--- config.mk ---
export PLATFORM = sky130hd
export DESIGN_NAME = fft_frame_sequencer
export DESIGN_NICKNAME = d
export VERILOG_FILES = /design/src/rtl/fft_seq_pkg.sv /design/src/rtl/fft_seq_skid.sv /design/src/rtl/fft_frame_sequencer.sv
export SDC_FILE = /design/constraint.sdc
export NUM_CORES = 1
export LEC_CHECK = 0
export ABC_AREA = 1
export CAP_MARGIN = 20
export CORE_ASPECT_RATIO = 0.8
export CORE_UTILIZATION = 53
export CTS_BUF_LIST = sky130_fd_sc_hd__clkbuf_4 sky130_fd_sc_hd__clkbuf_8
export CTS_CLUSTER_DIAMETER = 100
export CTS_CLUSTER_SIZE = 25
export DETAILED_ROUTE_END_ITERATION = 10
export GPL_ROUTABILITY_DRIVEN = 0
export MAX_ROUTING_LAYER = met4
export PLACE_DENSITY = 0.82
export SLEW_MARGIN = 25
export SYNTH_ARGS = -nofsm -noshare
export SYNTH_HDL_FRONTEND = slang
export SYNTH_SLANG_ARGS = --single-unit
--- constraint.sdc ---
create_clock -name aclk -period 2.59 [get_ports aclk]
set_input_delay 0.518 -clock aclk [delete_from_list [all_inputs] [get_ports aclk]]
set_output_delay 0.518 -clock aclk [all_outputs]
set_load 0.01 [all_outputs]
--- src/rtl/fft_seq_pkg.sv ---
// Shared types and defaults for the FFT frame sequencer.
package fft_seq_pkg;

  typedef enum logic [1:0] {
    S_IDLE,
    S_CONFIG,
    S_FILL,
    S_DRAIN
  } fft_seq_state_t;

  // Bit position of the forward/inverse select in the FFT config word.
  localparam int CFG_FWD    = 0;

  localparam int DEF_DATA_W = 12;
  localparam int DEF_LOG2_N = 10;
  localparam int DEF_CFG_W  = 8;

endpackage

--- src/rtl/fft_seq_skid.sv ---
// One-entry output register: a beat loads when empty or draining that cycle, 1-cycle latency.
// in_rdy low means the register is held by a stalled consumer; the caller decides what a refused beat means.
module fft_seq_skid #(
  parameter int W = 8
) (
  input  logic         clk,
  input  logic         rst,
  input  logic         in_vld,
  input  logic [W-1:0] in_dat,
  output logic         in_rdy,
  output logic         out_vld,
  output logic [W-1:0] out_dat,
  input  logic         out_rdy
);

  logic         vld_q, vld_d;
  logic [W-1:0] dat_q, dat_d;

  assign in_rdy  = !vld_q || out_rdy;
  assign out_vld = vld_q;
  assign out_dat = dat_q;

  always_comb begin
    vld_d = vld_q;
    dat_d = dat_q;
    if (in_vld && in_rdy) begin
      vld_d = 1'b1;
      dat_d = in_dat;
    end else if (out_rdy) begin
      vld_d = 1'b0;
    end
  end

  always_ff @(posedge clk or posedge rst) begin
    if (rst) begin
      vld_q <= 1'b0;
      dat_q <= '0;
    end else begin
      vld_q <= vld_d;
      dat_q <= dat_d;
    end
  end

endmodule

--- src/rtl/fft_frame_sequencer.sv ---
// Drives FFT config + N-point input frames from a free-running ADC and tracks the result frame.
// Data path latency 1 cycle; ADC cannot be stalled, so samples refused by a full register are dropped and flagged.
module fft_frame_sequencer
  import fft_seq_pkg::*;
#(
  parameter int                 DATA_W   = DEF_DATA_W,
  parameter int                 LOG2_N   = DEF_LOG2_N,
  parameter int                 CFG_W    = DEF_CFG_W,
  parameter logic [CFG_W-1:0]   CFG_WORD = CFG_W'(1 << CFG_FWD)
) (
  input  logic              aclk,
  input  logic              reset,
  input  logic              start,
  input  logic              continuous,
  input  logic              clear_err,
  input  logic [DATA_W-1:0] adc_data,
  input  logic              adc_valid,
  output logic [CFG_W-1:0]  m_axis_config_tdata,
  output logic              m_axis_config_tvalid,
  input  logic              m_axis_config_tready,
  output logic [DATA_W-1:0] m_axis_data_tdata,
  output logic              m_axis_data_tvalid,
  output logic              m_axis_data_tlast,
  input  logic              m_axis_data_tready,
  input  logic              result_tvalid,
  input  logic              result_tready,
  input  logic              result_tlast,
  input  logic              event_tlast_missing,
  input  logic              event_tlast_unexpected,
  input  logic              event_data_in_channel_halt,
  output logic              busy,
  output logic              frame_done,
  output logic [15:0]       frame_count,
  output logic              err,
  output logic              overrun
);

  localparam logic [LOG2_N-1:0] LAST_IDX = '1;

  fft_seq_state_t    state_q, state_d;
  logic [LOG2_N-1:0] in_cnt_q, in_cnt_d;
  logic [LOG2_N-1:0] out_cnt_q, out_cnt_d;
  logic [15:0]       frame_count_q, frame_count_d;
  logic              frame_done_q, frame_done_d;
  logic              err_q, err_d;
  logic              overrun_q, overrun_d;

  logic              cfg_load, cfg_in_rdy, cfg_vld;
  logic [CFG_W-1:0]  cfg_dat;
  logic              dat_in_vld, dat_in_rdy, dat_vld;
  logic [DATA_W:0]   dat_in, dat_out;
  logic [LOG2_N-1:0] ld_idx;
  logic              cfg_hs, dat_hs, res_hs, res_at_last, bad_end;

  fft_seq_skid #(.W(CFG_W)) u_cfg_reg (
    .clk     (aclk),
    .rst     (reset),
    .in_vld  (cfg_load && cfg_in_rdy),
    .in_dat  (CFG_WORD),
    .in_rdy  (cfg_in_rdy),
    .out_vld (cfg_vld),
    .out_dat (cfg_dat),
    .out_rdy (m_axis_config_tready)
  );

  // The data register carries tlast alongside the sample so both stay frozen during a stall.
  fft_seq_skid #(.W(DATA_W + 1)) u_dat_reg (
    .clk     (aclk),
    .rst     (reset),
    .in_vld  (dat_in_vld),
    .in_dat  (dat_in),
    .in_rdy  (dat_in_rdy),
    .out_vld (dat_vld),
    .out_dat (dat_out),
    .out_rdy (m_axis_data_tready)
  );

  always_comb begin
    state_d       = state_q;
    in_cnt_d      = in_cnt_q;
    out_cnt_d     = out_cnt_q;
    frame_count_d = frame_count_q;
    frame_done_d  = 1'b0;
    err_d         = err_q;
    overrun_d     = overrun_q;
    cfg_load      = 1'b0;
    bad_end       = 1'b0;

    cfg_hs      = cfg_vld && m_axis_config_tready;
    dat_hs      = dat_vld && m_axis_data_tready;
    res_hs      = result_tvalid && result_tready;
    res_at_last = (out_cnt_q == LAST_IDX);

    // A held beat means the next load lands one index further on (it can only load as that beat drains).
    ld_idx     = in_cnt_q + LOG2_N'(dat_vld);
    dat_in     = {ld_idx == LAST_IDX, adc_data};
    dat_in_vld = (state_q == S_FILL) && adc_valid && !(dat_vld && in_cnt_q == LAST_IDX);

    case (state_q)
      S_IDLE: begin
        if (start || continuous) begin
          state_d   = S_CONFIG;
          cfg_load  = 1'b1;
          in_cnt_d  = '0;
          out_cnt_d = '0;
        end
      end
      S_CONFIG: begin
        if (cfg_hs) state_d = S_FILL;
      end
      S_FILL: begin
        if (dat_hs) begin
          in_cnt_d = in_cnt_q + 1'b1;
          if (dat_out[DATA_W]) state_d = S_DRAIN;
        end
      end
      S_DRAIN: begin
        if (res_hs) begin
          out_cnt_d = out_cnt_q + 1'b1;
          if (result_tlast || res_at_last) begin
            if (result_tlast && res_at_last) begin
              frame_done_d  = 1'b1;
              frame_count_d = frame_count_q + 16'd1;
            end else begin
              bad_end = 1'b1;
            end
            in_cnt_d  = '0;
            out_cnt_d = '0;
            if (continuous) begin
              state_d  = S_CONFIG;
              cfg_load = 1'b1;
            end else begin
              state_d = S_IDLE;
            end
          end
        end
      end
      default: state_d = S_IDLE;
    endcase

    // Set beats clear when both happen in the same cycle.
    if (clear_err) begin
      err_d     = 1'b0;
      overrun_d = 1'b0;
    end
    if (bad_end || event_tlast_missing || event_tlast_unexpected || event_data_in_channel_halt)
      err_d = 1'b1;
    if (dat_in_vld && !dat_in_rdy)
      overrun_d = 1'b1;
  end

  always_ff @(posedge aclk or posedge reset) begin
    if (reset) begin
      state_q       <= S_IDLE;
      in_cnt_q      <= '0;
      out_cnt_q     <= '0;
      frame_count_q <= '0;
      frame_done_q  <= 1'b0;
      err_q         <= 1'b0;
      overrun_q     <= 1'b0;
    end else begin
      state_q       <= state_d;
      in_cnt_q      <= in_cnt_d;
      out_cnt_q     <= out_cnt_d;
      frame_count_q <= frame_count_d;
      frame_done_q  <= frame_done_d;
      err_q         <= err_d;
      overrun_q     <= overrun_d;
    end
  end

  assign m_axis_config_tdata  = cfg_dat;
  assign m_axis_config_tvalid = cfg_vld;
  assign m_axis_data_tdata    = dat_out[DATA_W-1:0];
  assign m_axis_data_tvalid   = dat_vld;
  assign m_axis_data_tlast    = dat_vld && dat_out[DATA_W];
  assign busy                 = (state_q != S_IDLE);
  assign frame_done           = frame_done_q;
  assign frame_count          = frame_count_q;
  assign err                  = err_q;
  assign overrun              = overrun_q;

endmodule
# == Yosys cells after proc, flatten, opt, wreduce, memory -nomap -nowiden ==
# Index checks and enable logic that the tools add are counted.
# Widths: inputs -> output; s select.
# op_classes
add_sub_neg,4
n_mul,0
n_div,0
n_lt_le_gt_ge,0
n_eq_ne,12
shifts,0
muxes,36
n_bitwise,0
n_reduce_logical,35
# op_table
op,n
$mux 10,6
$eq 10x10->1 const B,3
$pmux 10 s3,1
$add 10x1->10 const B,2
$mux 1,20
$pmux 10 s2,1
$add 16x1->16 const B,1
$logic_and 1x1->1,12
$mux 2,6
$reduce_bool 2->1,6
$add 10x1->10,1
$ne 2x2->1 const B,5
$pmux 2 s4,1
$logic_or 1x1->1,7
$reduce_and 6->1,1
$reduce_and 5->1,1
$eq 2x2->1 const B,2
$logic_not 1->1,4
$reduce_and 4->1,1
$reduce_and 3->1,1
$reduce_bool 3->1,1
$eq 2x1->1 const B,1
$logic_not 2->1,1
$ne 2x1->1 const B,1
$pmux 1 s2,1
# totals
regBits,57
latchBits,0
ramBits,0
mem_bits_ro,0
input_bits,26
output_inout_bits,43
elab_cells,98
memories,0

# == Logic depth before layout (Yosys ltp) ==
# logic_depth
word_depth,10
mapped_depth,13
ltp_nobuf,13

# == Hierarchy ==
# From an unflattened synthesis, not the netlist that was laid out.
# hier_totals
cells_unflattened,460
hier_area_um2,3642.2
# modules_own_cells
module,instances,cells_each,area_per_inst_um2,seq_area_each_um2
fft_frame_sequencer,1,359,2707.6,1026.0
fft_seq_skid at u_dat_reg,1,61,563.0,350.3
fft_seq_skid at u_cfg_reg,1,40,371.6,225.2

# == Worst setup path after synthesis ==
# No wires, ideal clock.
# synth_timing
path_kind,register -> register
from,register out_cnt_q[3]
to,"register frame_count_q[4], in the netlist frame_count[4]"
setup_time_ps,123
arrival_ps,1921
t_required_ps,2467
slack_ps,546
stages_incl_launch_ff,12
n_path_buf,0
synth_period_minus_slack_ps,2044
cell_sequence,dfrtp_1 nand2_1 nor2_1 inv_1 nor4_2 inv_1 ha_1 nor2_2 nand3_4 nor2_1 nand3_1 xor2_1
# synth_via
elab_chain_cells,3
elab_cells_between_ends,4
cone_classes,eq/ne (1); reduce/logical (3)
# synth_lines
element,line_no,source
from (decl),fft_frame_sequencer.sv:42,"logic [LOG2_N-1:0] out_cnt_q, out_cnt_d;"
from (signal assigned),fft_frame_sequencer.sv:164,out_cnt_q <= out_cnt_d;
$eq 10x10->1 *,fft_frame_sequencer.sv:92,res_at_last = (out_cnt_q == LAST_IDX);
$logic_or 1x1->1 or $logic_and 1x1->1 (tied branches),"fft_frame_sequencer.sv:120, fft_frame_sequencer.sv:121",
$reduce_and 4->1 (no source line) *,-,
to (signal assigned),fft_frame_sequencer.sv:165,frame_count_q <= frame_count_d;
to (decl),fft_frame_sequencer.sv:43,"logic [15:0] frame_count_q, frame_count_d;"
# Mark *: on every way between the ends. The rest lies on a longest branch, timed or not.
# A chain may end at the register's enable or synchronous reset.

# == Worst setup path after layout ==
# Ends and elaborated chain as after synthesis.

==> impl_metrics.ini <==
[layout]
fin_area_mm2 = 0.00420
fillCellCount = 490
layout.nets = 518
antenna_cells = 0
drive_gt1_frac = 0.118
syn2layout_area_growth_pct = 23.5

[timing]
fin_ws_ns = 0.315
hold_violations = 0
rsz0062_at_grt = false
fmax_mhz = 440
min_period_ns = 2.28
setup_violations = 0
clock_skew_ns = 0.00821
maxSlewViolCount = 0
fin_tns_setup_ns = 0
timing.final.crit_share = 0.878

[setup_path]
r2r_start = out_cnt_q[3]
crit_type = reg -> reg
arrival_ns = 2.50
r2r_end = frame_count[4]
r2r_cells = 11
worst_setup_path_start_kind = register
cp-end-kind = register
r2r_slack_ns = 0.31
crit_fanout = 9
worst_ep_required_time_ns = 2.82

[floorplan]
dieArea_mm2 = 0.00674
initial_core_util = 0.563
placementRows = 25
die_h_um = 73.6
core-area_mm2 = 0.00604
num_io_pins = 69
die_w_um = 91.5

[clock_tree]
clock_sinks = 57
cts_root_buf = clkbuf_8
clock_latency_ns = 0.35
cts_setup_buffers = 0
clock_path_buffers = 2
htreeDepth = 3
cts_hold_buffers = 0
clk_pin_slew_ns = 0.07
cts_inserted_buffers = 9
cts_tree = done
cts_resized = 0

[global_route]
antenna_found_initial = 0
overflow = 0
grt_max_degree = 58
grt_pass1_wl_um = 12500
grt_pass1_vias = 2785
grt_usage = 0.248

[route]
via_per_inst = 5.07
wirelength_um = 7210
drc = 0
drt-initial-drc-count = 158
avgRoutedWirePerCell_um = 12.7
ant_nets = 0
num_vias = 2868
dr.pass1.iters = 5

[worst_hold_path]
hold_depth = 2
hold_path.class = reg -> reg
hp-start = u_cfg_reg.out_dat[0]
hold_path_end = u_cfg_reg.out_dat[0]

[yosys]
synth_edf_count = 0
synth_area_leaders = dfrtp_1 42%, nand2_1 11%, inv_1 7.6%, buf_4 4.4%, ha_1 4.4%
ys_warn_count = 0
synth-seq-cells = 57
synthFlopType = dfrtp_1
yosysMostFrequentCell = nand2_1
synth_area_mm2 = 0.00340
yosys.area.top_type = dfrtp_1
avgSynthCellArea_um2 = 8.05
synthArstFlopShare = 1.00
yosysSeqAreaShare = 0.420
yosys.cell_types.count = 34
yosys.area.top_type_share = 0.420
synth.top_cells.by_count = 96 x nand2_1, 69 x inv_1, 57 x dfrtp_1
syn_inst = 422

[pwr]
p_per_area_mw_per_mm2 = 764
irDropWorstVdd_v = 0.000457
power.leakage_nw = 1.98

[run]
max_cap_viol_count = 0

[place]
post-place-ws_ns = 0.236
io_buffers = 61
dp_hpwl_um = 5320
post_dp_cell_area_mm2 = 0.00398

[outcome]
outcome = finished, final reports clean
-- stage by stage --
step | power (mW) | std cells | util | hold slack (ns)
global route | 3.43 | 566 | 0.695 | 0.515
global placement | 2.27 | 550 | 0.659 | 0.447
CTS | 3.23 | 566 | 0.695 | 0.482
floorplan | 2.03 | 428 | - | 0.454
detailed placement | 2.31 | 550 | 0.659 | 0.467
finish | 3.21 | 566 | 0.695 | 0.473
-- cells by family after synthesis --
group                    after synthesis  synth area share
AND/OR/NAND/NOR                      195             0.282
AO/OA/AOI/OAI                         53            0.0921
XOR/XNOR                              10            0.0258
flip-flops                            57             0.420
buffers and inverters                 94             0.135
adder cells (fa/ha/maj)               12            0.0442
other                                  1           0.00110
-- how the worst max path moves through the flow --
stage                       startpoint             end  slack [ns]
after CTS                 out_cnt_q[3]  frame_count[4]        0.22
after global placement    result_tlast  frame_count[4]        0.40
after global routing      out_cnt_q[3]     in_cnt_q[4]        0.04
after floorplan           out_cnt_q[3]  frame_count[4]        0.55
after detailed placement  out_cnt_q[3]  frame_count[4]        0.24
final                     out_cnt_q[3]  frame_count[4]        0.31
-- layout make-up --
cell class	count	area [um2]	share of cell area
tap	81	101	0.0241
clock buffer	14	180	0.0429
sequential	57	1430	0.340
multi-input combinational	277	1540	0.367
inverter	70	263	0.0626
timing repair buffer	65	653	0.156
clock inverter	2	35.0	0.00835
-- cell usage in the layout (no fill, tap or decap), types with 2 or more instances in the layout --
cell             synthesis  final
ha_1                    12     12
nand3_4                  3      3
nor3_1                   9      9
o21ai_1                  5      5
nor2_1                  31     30
nand2_2                  8      8
xor2_1                   8      8
conb_1                   1      7
clkbuf_8                 0     12
a21oi_1                  6      6
nor2_2                   3      4
inv_2                    1      2
clkdlybuf4s50_1          0     61
nand4_1                 13     13
nand3_1                 19     19
nor2_4                   4      4
dfrtp_1                 57     57
nand3_2                  2      2
xnor2_1                  2      2
o21ai_0                 27     27
inv_1                   69     68
clkbuf_4                 0      2
buf_4                   20      3
nand2_1                 96     96
nor3_2                   2      2
o21ai_2                  9      9
o211ai_1                 2      2
-- state kept, by name, summed over array words and instances (netlist names) --
| signal | cells |
|---|---|
| frame_count | 16 |
| u_dat_reg.out_dat | 13 |
| u_dat_reg.out_vld | 1 |
| u_cfg_reg.out_vld | 1 |
| u_cfg_reg.out_dat | 1 |
| out_cnt_q | 10 |
| in_cnt_q | 10 |
| overrun | 1 |
| state_q | 2 |
| frame_done | 1 |
| err | 1 |
-- critical path, cell delays in order, from the launching register on --
cell and delay, ns:
dfrtp_1 0.38, nand2_1 0.13, nor2_2 0.22, inv_1 0.10
nor4_2 0.19, inv_1 0.08, ha_1 0.22, nor2_2 0.19
nand3_4 0.18, nor2_1 0.20, nand3_1 0.11, xor2_1 0.16
-- report_power, final --
group          total [mW]  switching [mW]  internal (mW)
clock network       0.902           0.359          0.543
logic                1.16           0.667          0.494
registers            1.14           0.113           1.03
total                3.21            1.14           2.07
-- layer usage --
| layer | GRT usage | wire length [um] | up-vias |
|---|---|---|---|
| met5 | - | 0 | - |
| met4 | 0.0935 | 92 | 0 |
| met3 | 0.0673 | 457 | 11 |
| met2 | 0.393 | 3290 | 100 |
| met1 | 0.305 | 3360 | 1332 |
| li1 | - | - | 1425 |
Power figures use the tool's default switching activity.
